File: config.mk
export PLATFORM = sky130hd
export DESIGN_NAME = sha256_compress
export DESIGN_NICKNAME = d
export VERILOG_FILES = /design/src/rtl/sha256_compress.sv
export SDC_FILE = /design/constraint.sdc
export NUM_CORES = 2
export LEC_CHECK = 0
export ABC_AREA = 1
export CORE_ASPECT_RATIO = 2
export CORE_MARGIN = 5
export CORE_UTILIZATION = 25
export CTS_BUF_LIST = sky130_fd_sc_hd__clkbuf_16
export DETAILED_ROUTE_END_ITERATION = 12
export SYNTH_ARGS = -nofsm -noshare
export SYNTH_HDL_FRONTEND = slang
export SYNTH_SLANG_ARGS = --single-unit
File: constraint.sdc
create_clock -name clk -period 10.6 [get_ports clk]
set_clock_uncertainty 0.15 [all_clocks]
set_input_delay 1.59 -clock clk [delete_from_list [all_inputs] [get_ports clk]]
set_output_delay 1.59 -clock clk [all_outputs]
set_load 0.02 [all_outputs]
File: src/rtl/sha256_compress.sv
// Sequential SHA-256 compression engine: one round per clock over a rolling
// 16-word message schedule, followed by a single chaining-add cycle.
module sha256_compress (
  input  logic         clk,
  input  logic         rst_n,
  input  logic         start,
  input  logic [511:0] block_in,
  input  logic [255:0] hash_in,
  output logic         ready,
  output logic         done,
  output logic [255:0] digest
);

  typedef enum logic [1:0] {IDLE, ROUND, FINAL} state_t;

  localparam logic [31:0] K [64] = '{
    32'h428a2f98, 32'h71374491, 32'hb5c0fbcf, 32'he9b5dba5, 32'h3956c25b, 32'h59f111f1, 32'h923f82a4, 32'hab1c5ed5,
    32'hd807aa98, 32'h12835b01, 32'h243185be, 32'h550c7dc3, 32'h72be5d74, 32'h80deb1fe, 32'h9bdc06a7, 32'hc19bf174,
    32'he49b69c1, 32'hefbe4786, 32'h0fc19dc6, 32'h240ca1cc, 32'h2de92c6f, 32'h4a7484aa, 32'h5cb0a9dc, 32'h76f988da,
    32'h983e5152, 32'ha831c66d, 32'hb00327c8, 32'hbf597fc7, 32'hc6e00bf3, 32'hd5a79147, 32'h06ca6351, 32'h14292967,
    32'h27b70a85, 32'h2e1b2138, 32'h4d2c6dfc, 32'h53380d13, 32'h650a7354, 32'h766a0abb, 32'h81c2c92e, 32'h92722c85,
    32'ha2bfe8a1, 32'ha81a664b, 32'hc24b8b70, 32'hc76c51a3, 32'hd192e819, 32'hd6990624, 32'hf40e3585, 32'h106aa070,
    32'h19a4c116, 32'h1e376c08, 32'h2748774c, 32'h34b0bcb5, 32'h391c0cb3, 32'h4ed8aa4a, 32'h5b9cca4f, 32'h682e6ff3,
    32'h748f82ee, 32'h78a5636f, 32'h84c87814, 32'h8cc70208, 32'h90befffa, 32'ha4506ceb, 32'hbef9a3f7, 32'hc67178f2
  };

  function automatic logic [31:0] rotr(input logic [31:0] x, input int unsigned n);
    return (x >> n) | (x << (32 - n));
  endfunction

  function automatic logic [31:0] big_sig0(input logic [31:0] x);
    return rotr(x, 2) ^ rotr(x, 13) ^ rotr(x, 22);
  endfunction

  function automatic logic [31:0] big_sig1(input logic [31:0] x);
    return rotr(x, 6) ^ rotr(x, 11) ^ rotr(x, 25);
  endfunction

  function automatic logic [31:0] sml_sig0(input logic [31:0] x);
    return rotr(x, 7) ^ rotr(x, 18) ^ (x >> 3);
  endfunction

  function automatic logic [31:0] sml_sig1(input logic [31:0] x);
    return rotr(x, 17) ^ rotr(x, 19) ^ (x >> 10);
  endfunction

  state_t        r_state;
  state_t        w_next;
  logic [31:0]   r_var  [8];   // working variables a..h
  logic [31:0]   r_hold [8];
  logic [31:0]   r_win  [16];
  logic [5:0]    r_t;
  logic          r_done;
  logic [255:0]  r_digest;

  logic [31:0]   w_k;
  logic [31:0]   w_t1;
  logic [31:0]   w_t2;
  logic [31:0]   w_wnew;

  assign w_k    = K[r_t];
  assign w_t1   = r_var[7] + big_sig1(r_var[4])
                + ((r_var[4] & r_var[5]) ^ (~r_var[4] & r_var[6]))
                + w_k + r_win[0];
  assign w_t2   = big_sig0(r_var[0])
                + ((r_var[0] & r_var[1]) ^ (r_var[0] & r_var[2]) ^ (r_var[1] & r_var[2]));
  assign w_wnew = sml_sig1(r_win[14]) + r_win[9] + sml_sig0(r_win[1]) + r_win[0];

  always_ff @(posedge clk or negedge rst_n) begin
    if (!rst_n) r_state <= IDLE;
    else        r_state <= w_next;
  end

  always_comb begin
    w_next = r_state;
    unique case (r_state)
      IDLE:    if (start) w_next = ROUND;
      ROUND:   if (r_t == 6'd63) w_next = FINAL;
      FINAL:   w_next = IDLE;
      default: w_next = IDLE;
    endcase
  end

  always_ff @(posedge clk or negedge rst_n) begin
    if (!rst_n) begin
      for (int unsigned i = 0; i < 8; i++) begin
        r_var[i]  <= '0;
        r_hold[i] <= '0;
      end
      for (int unsigned i = 0; i < 16; i++) r_win[i] <= '0;
      r_t      <= '0;
      r_done   <= 1'b0;
      r_digest <= '0;
    end else begin
      r_done <= 1'b0;
      case (r_state)
        IDLE: begin
          if (start) begin
            for (int unsigned i = 0; i < 8; i++) begin
              r_var[i]  <= hash_in[255 - 32*i -: 32];
              r_hold[i] <= hash_in[255 - 32*i -: 32];
            end
            for (int unsigned i = 0; i < 16; i++) r_win[i] <= block_in[511 - 32*i -: 32];
            r_t <= '0;
          end
        end
        ROUND: begin
          r_var[0] <= w_t1 + w_t2;
          r_var[1] <= r_var[0];
          r_var[2] <= r_var[1];
          r_var[3] <= r_var[2];
          r_var[4] <= r_var[3] + w_t1;
          r_var[5] <= r_var[4];
          r_var[6] <= r_var[5];
          r_var[7] <= r_var[6];
          // Window words produced in the last 16 rounds are never consumed.
          for (int unsigned i = 0; i < 15; i++) r_win[i] <= r_win[i + 1];
          r_win[15] <= w_wnew;
          r_t       <= r_t + 6'd1;
        end
        FINAL: begin
          for (int unsigned i = 0; i < 8; i++)
            r_digest[255 - 32*i -: 32] <= r_hold[i] + r_var[i];
          r_done <= 1'b1;
        end
        default: ;
      endcase
    end
  end

  assign ready  = (r_state == IDLE);
  assign done   = r_done;
  assign digest = r_digest;

endmodule

# After elaboration in Yosys (flattened, before gate mapping)
# Memory sizes are Yosys's and may differ from the RTL's.
# Cells that the tools add are included.
[totals]
in_bits = 771
wordCells = 107
ff_bits = 1289
romBits = 2048
mem_count = 1
[memory_table]
columns = ["memory", "words", "word_bits", "read_ports", "rd_ports_with_merged_regs", "wr", "line", "rtl"]
rows = [
  ["(name not given)", 64, 32, 1, 0, 0, "61", "assign w_k = K[r_t];"],
]
[op_classes]
n_addsub = 19
magnitude_cmp = 1
n_reduce_logical = 5
eq_ne = 5
n_mux = 12
bitwise = 28
[ops]
columns = ["op", "n"]
rows = [
  ["$pmux W512 S2", 1],
  ["$add A32 B32 Y32", 18],
  ["$mux W512", 1],
  ["$pmux W256 S2", 1],
  ["$xor A32 B32 Y32", 9],
  ["$mux W256", 1],
  ["$and A32 B32 Y32", 5],
  ["$mux W32", 2],
  ["$not A32 Y32", 1],
  ["$or A10 B32 Y32", 1],
  ["$or A13 B32 Y32", 1],
  ["$or A14 B32 Y32", 1],
  ["$or A15 B32 Y32", 1],
  ["$or A19 B32 Y32", 1],
  ["$or A21 B32 Y32", 1],
  ["$or A25 B32 Y32", 1],
  ["$or A26 B32 Y32", 1],
  ["$or A30 B32 Y32", 1],
  ["$or A7 B32 Y32", 1],
  ["$xor A32 B22 Y32", 1],
  ["$xor A32 B29 Y32", 1],
  ["$pmux W6 S2", 1],
  ["$ge A7 B7 Y1 const B", 1],
  ["$not A6 Y7", 1],
  ["12 further kinds", 16],
]

# Logic depth before layout (Yosys ltp)
[logic_depth]
word_depth = 9
ltp_mapped = 44
mapped_depth_nobuf = 43

# Worst setup path after synthesis
# Ideal clock, no wire load.
[synth_timing]
path_kind = "flip-flop to flip-flop"
start = "reg r_t[0]"
end = "reg r_var[251] (netlist bit)"
slack_ps = 3624
t_arrival_ps = 6703
path_stages_with_launch = 41
synth_period_minus_slack_ps = 6976
setup_ps = 123
t_required_ps = 10327
cell_sequence = "dfrtp_1 > buf_2 > inv_1 > ha_1 > nor2_1 > inv_1 > nand2_1 > nand2_1 > nand3_1 > a32o_1 > inv_1 > fa_1 > fa_1 > fa_1 > inv_1 > ha_1 > inv_1 > fa_1 > [5 not listed] > a21oi_2 > o21ai_2 > xor2_1 > inv_1 > fa_1 > inv_1 > ha_1 > nand2_1 > nor3_1 > nand3_1 > nand3_1 > nand2_1 > nand2_1 > nand2_1 > nand2_1 > a21oi_1 > o21ai_0 > nand2_1"
[synth_via]
elab_chain_len = 8
[synth_rtl]
columns = ["item", "line", "rtl"]
rows = [
  ["from (decl)", "52", "logic [5:0] r_t;"],
  ["from (signal assigned)", "119", "r_t <= r_t + 6'd1;"],
  ["$not A6 Y7 (not written as such)", "61", ""],
  ["$mem_v2 Z64 W32", "n/a", ""],
  ["$mux W32 (not written as such) (2 in series)", "61", ""],
  ["$add A32 B32 Y32 (2 in series)", "64", "+ w_k + r_win[0];"],
  ["$add A32 B32 Y32", "108", "r_var[0] <= w_t1 + w_t2;"],
  ["$pmux W256 S2", "96", "case (r_state)"],
  ["to (signal, indexed assignment)", "100", "r_var[i] <= hash_in[255 - 32*i -: 32];"],
  ["to (decl)", "49", "logic [31:0] r_var [8];"],
]
# No other way between the ends. The select of a mux whose other input is x is not followed.
# A chain may end at the register's enable or synchronous reset.

# Worst setup path after layout
# Ends and elaborated chain as after synthesis.

==> metrics <==
yosys warns=0; Synth Cell Area=around 86000 µm²; Worst path most repeated cell=nand2_1; slew margin rel.=about 5.7%; HP Class=flop to flop; status=finished, final reports clean; Routed WL=about 500 mm; FMAX=approximately 100 MHz; GRT Util Overall=a little over a quarter; slowest CP cell=dfrtp_1; die extent in x=about 430 µm; Clock Latency Late Sink=around 0.9 ns; Post-CTS Hold Buffers=0; actual slew at the worst max-slew pin=approximately 1.4 ns; ANT nets after route=0; gr ovfl total=0; Die Span Y=~840 µm; RR Startpoint=r_t[0]; crit path launch=r_t[0]; GPL Wtd Cong=1.03; Mapped Avg Cell Area=7.66 µm²; cell taking the most area after synthesis=dfrtp_1; final core utilization=a little under a third; top cell type's share of synthesized area=roughly 37%; dominant cells by area after synthesis=dfrtp_1, nand2_1, inv_1, o211ai_1, ha_1; setup TNS=0 ns; largest net degree at the start of global routing=roughly 220; slack of the worst reg-to-reg path=roughly 0.80 ns; layout net count=13400; worst endpoint required time=11.18 ns; DR WL/cell=29.0 µm; Yosys reg bits=approximately 1300; DR DRC count=0; Worst Reg-to-Reg Cells=37; Netlist cell types=about 70; min Tclk post-route=9.80 ns; # Post-CTS Setup Buffers=0; Max Transition Viols Final=0; I/O Buffers=between 1000 and 1500; post-synthesis sequential area ratio=37.4%; Cells after Synth=11300; Final Hold Viols=0; syn_nets=between 10000 and 15000; first-pass GRT wire length=~660 mm; vias in the first global route=84400; Post-DP HPWL=approximately 400 mm; ys flop type=dfrtp_1; initial antenna violation count=~120; First-pass DRT Iterations=6; root cell of the clock tree=clkbuf_16; RSZ-0062 raised after global routing=false; via/cell ratio=roughly 5.0; critical path class=flop to flop; Slowest Stage Delay on Critical Path=0.70 ns; Rows=around 310; worst r2r dst=r_var[251]; Initial Utilization=between 20% and 30%; final worst setup slack=0.799 ns; CTS Buf Count=roughly 150; fin crit share=between 90% and 100%; most common cell after layout, fill and taps aside=nand2_1; TritonCTS clock tree=built; dpl ws=about 1.3 ns; core area=~340000 µm²; end of the critical path=r_var[251]; routed vias=around 84000; Critical Path End Type=flop; Crit Path Max Fanout=15; critical path startpoint category=flop; EDFF count, synth=0; Iteration-0 DRC Markers=about 7000; CTS clk-pin slew, worst paths=0.07 ns; Post-synth ARST share=between 90% and 100%; layout cell share with drive strength beyond 1=between 4 and 5%; # IOs=a little over 1000; Max Root-Sink Buffers=4; max_cap viols=0; die area=357000 µm²; CTS sink count=1289; data arrival time at the worst-slack endpoint=~10 ns; CTS resizes=0; area grow syn2layout=23.1%; most frequent cells in the layout=nand2_1, inv_1, dfrtp_1; Final Setup Violations=0; H-tree Lvls=4
## worst max-delay path: cells and delay by family (launching register included)
| family | cells | cell delay [ns] |
|---|---|---|
| flip-flops | 1 | 0.70 |
| AND/OR/NAND/NOR | 16 | 2.74 |
| buffers and inverters | 8 | 1.38 |
| adder cells (fa/ha/maj) | 7 | 3.10 |
| XOR/XNOR | 1 | 0.53 |
| AO/OA/AOI/OAI | 5 | 1.04 |
## sequential cells by signal, indices dropped and copies added, names as in the netlist
| name | cells |
|---|---|
| r_win | 512 |
| r_state | 2 |
| r_hold | 256 |
| r_t | 6 |
| done | 1 |
| digest | 256 |
| r_var | 256 |
## how the worst min path moves through the flow
stage / start / end / cells past startpoint
final: digest[224] / digest[224] / 2
after global routing: digest[57] / digest[57] / 2
after floorplan: r_win[72] / r_win[72] / 2
after detailed placement: digest[219] / digest[219] / 2
after global placement: digest[96] / digest[96] / 2
after CTS: digest[175] / digest[175] / 2
## area by class of cell
cell class,instances,area (µm²)
fill,37400,238000
timing repair buffer,1171,11600
sequential,1289,32300
clock buffer,147,3680
antenna,50,125
tap,4605,5760
multi-input combinational,7897,46000
inverter,1533,5780
clock inverter,104,882
## cell usage after synthesis, types with 14 or more instances
library cell / instances
nand3b_1: 30
nor4_1: 35
o21ai_2: 22
nor3_1: 81
o31ai_1: 49
xnor2_1: 204
a221oi_1: 29
nand2_1: 2875
a21o_1: 79
ha_1: 393
dfrtp_1: 1289
buf_1: 55
o21bai_1: 80
xor2_1: 189
nand3_1: 328
nor2_1: 562
o211ai_1: 663
nand4_1: 61
inv_1: 1518
o21ai_0: 653
o21ai_1: 593
inv_2: 15
fa_1: 195
a21oi_1: 435
o221ai_1: 33
a31oi_1: 85
buf_2: 140
a21boi_1: 14
clkbuf_1: 333
or2_2: 56
## through the flow
stage	hold slack [ns]	instances	instance area [µm²]
2_1_floorplan	0.302	11300	86200
3_3_place_gp	0.305	16500	101000
3_5_place_dp	0.315	16500	101000
4_1_cts	0.332	16700	106000
5_1_grt	0.346	16800	106000
6_report	0.325	16800	106000
## cell families after synthesis
logic type	Yosys count	share of synthesized area (%)
AND/OR/NAND/NOR	4077	19.1
AO/OA/AOI/OAI	2838	20.0
flip-flops	1289	37.4
adder cells (fa/ha/maj)	588	10.2
XOR/XNOR	394	4.01
buffers and inverters	2064	9.21
## routing by layer
metal | vias up | share of wire, % | GRT usage (%) | wire length (µm)
met3 | 1258 | 6.6 | 5.67 | 32300
met2 | 3430 | 50 | 46.4 | 241000
met1 | 40300 | 32 | 25.6 | 158000
li1 | 38700 | - | - | -
met4 | 60 | 11 | 24.0 | 54800
met5 | - | 0.082 | 0 | 400
Power is left out: the tool's default activity adds up to more than one toggle a clock period on the data nets, which glitch-free logic cannot reach.
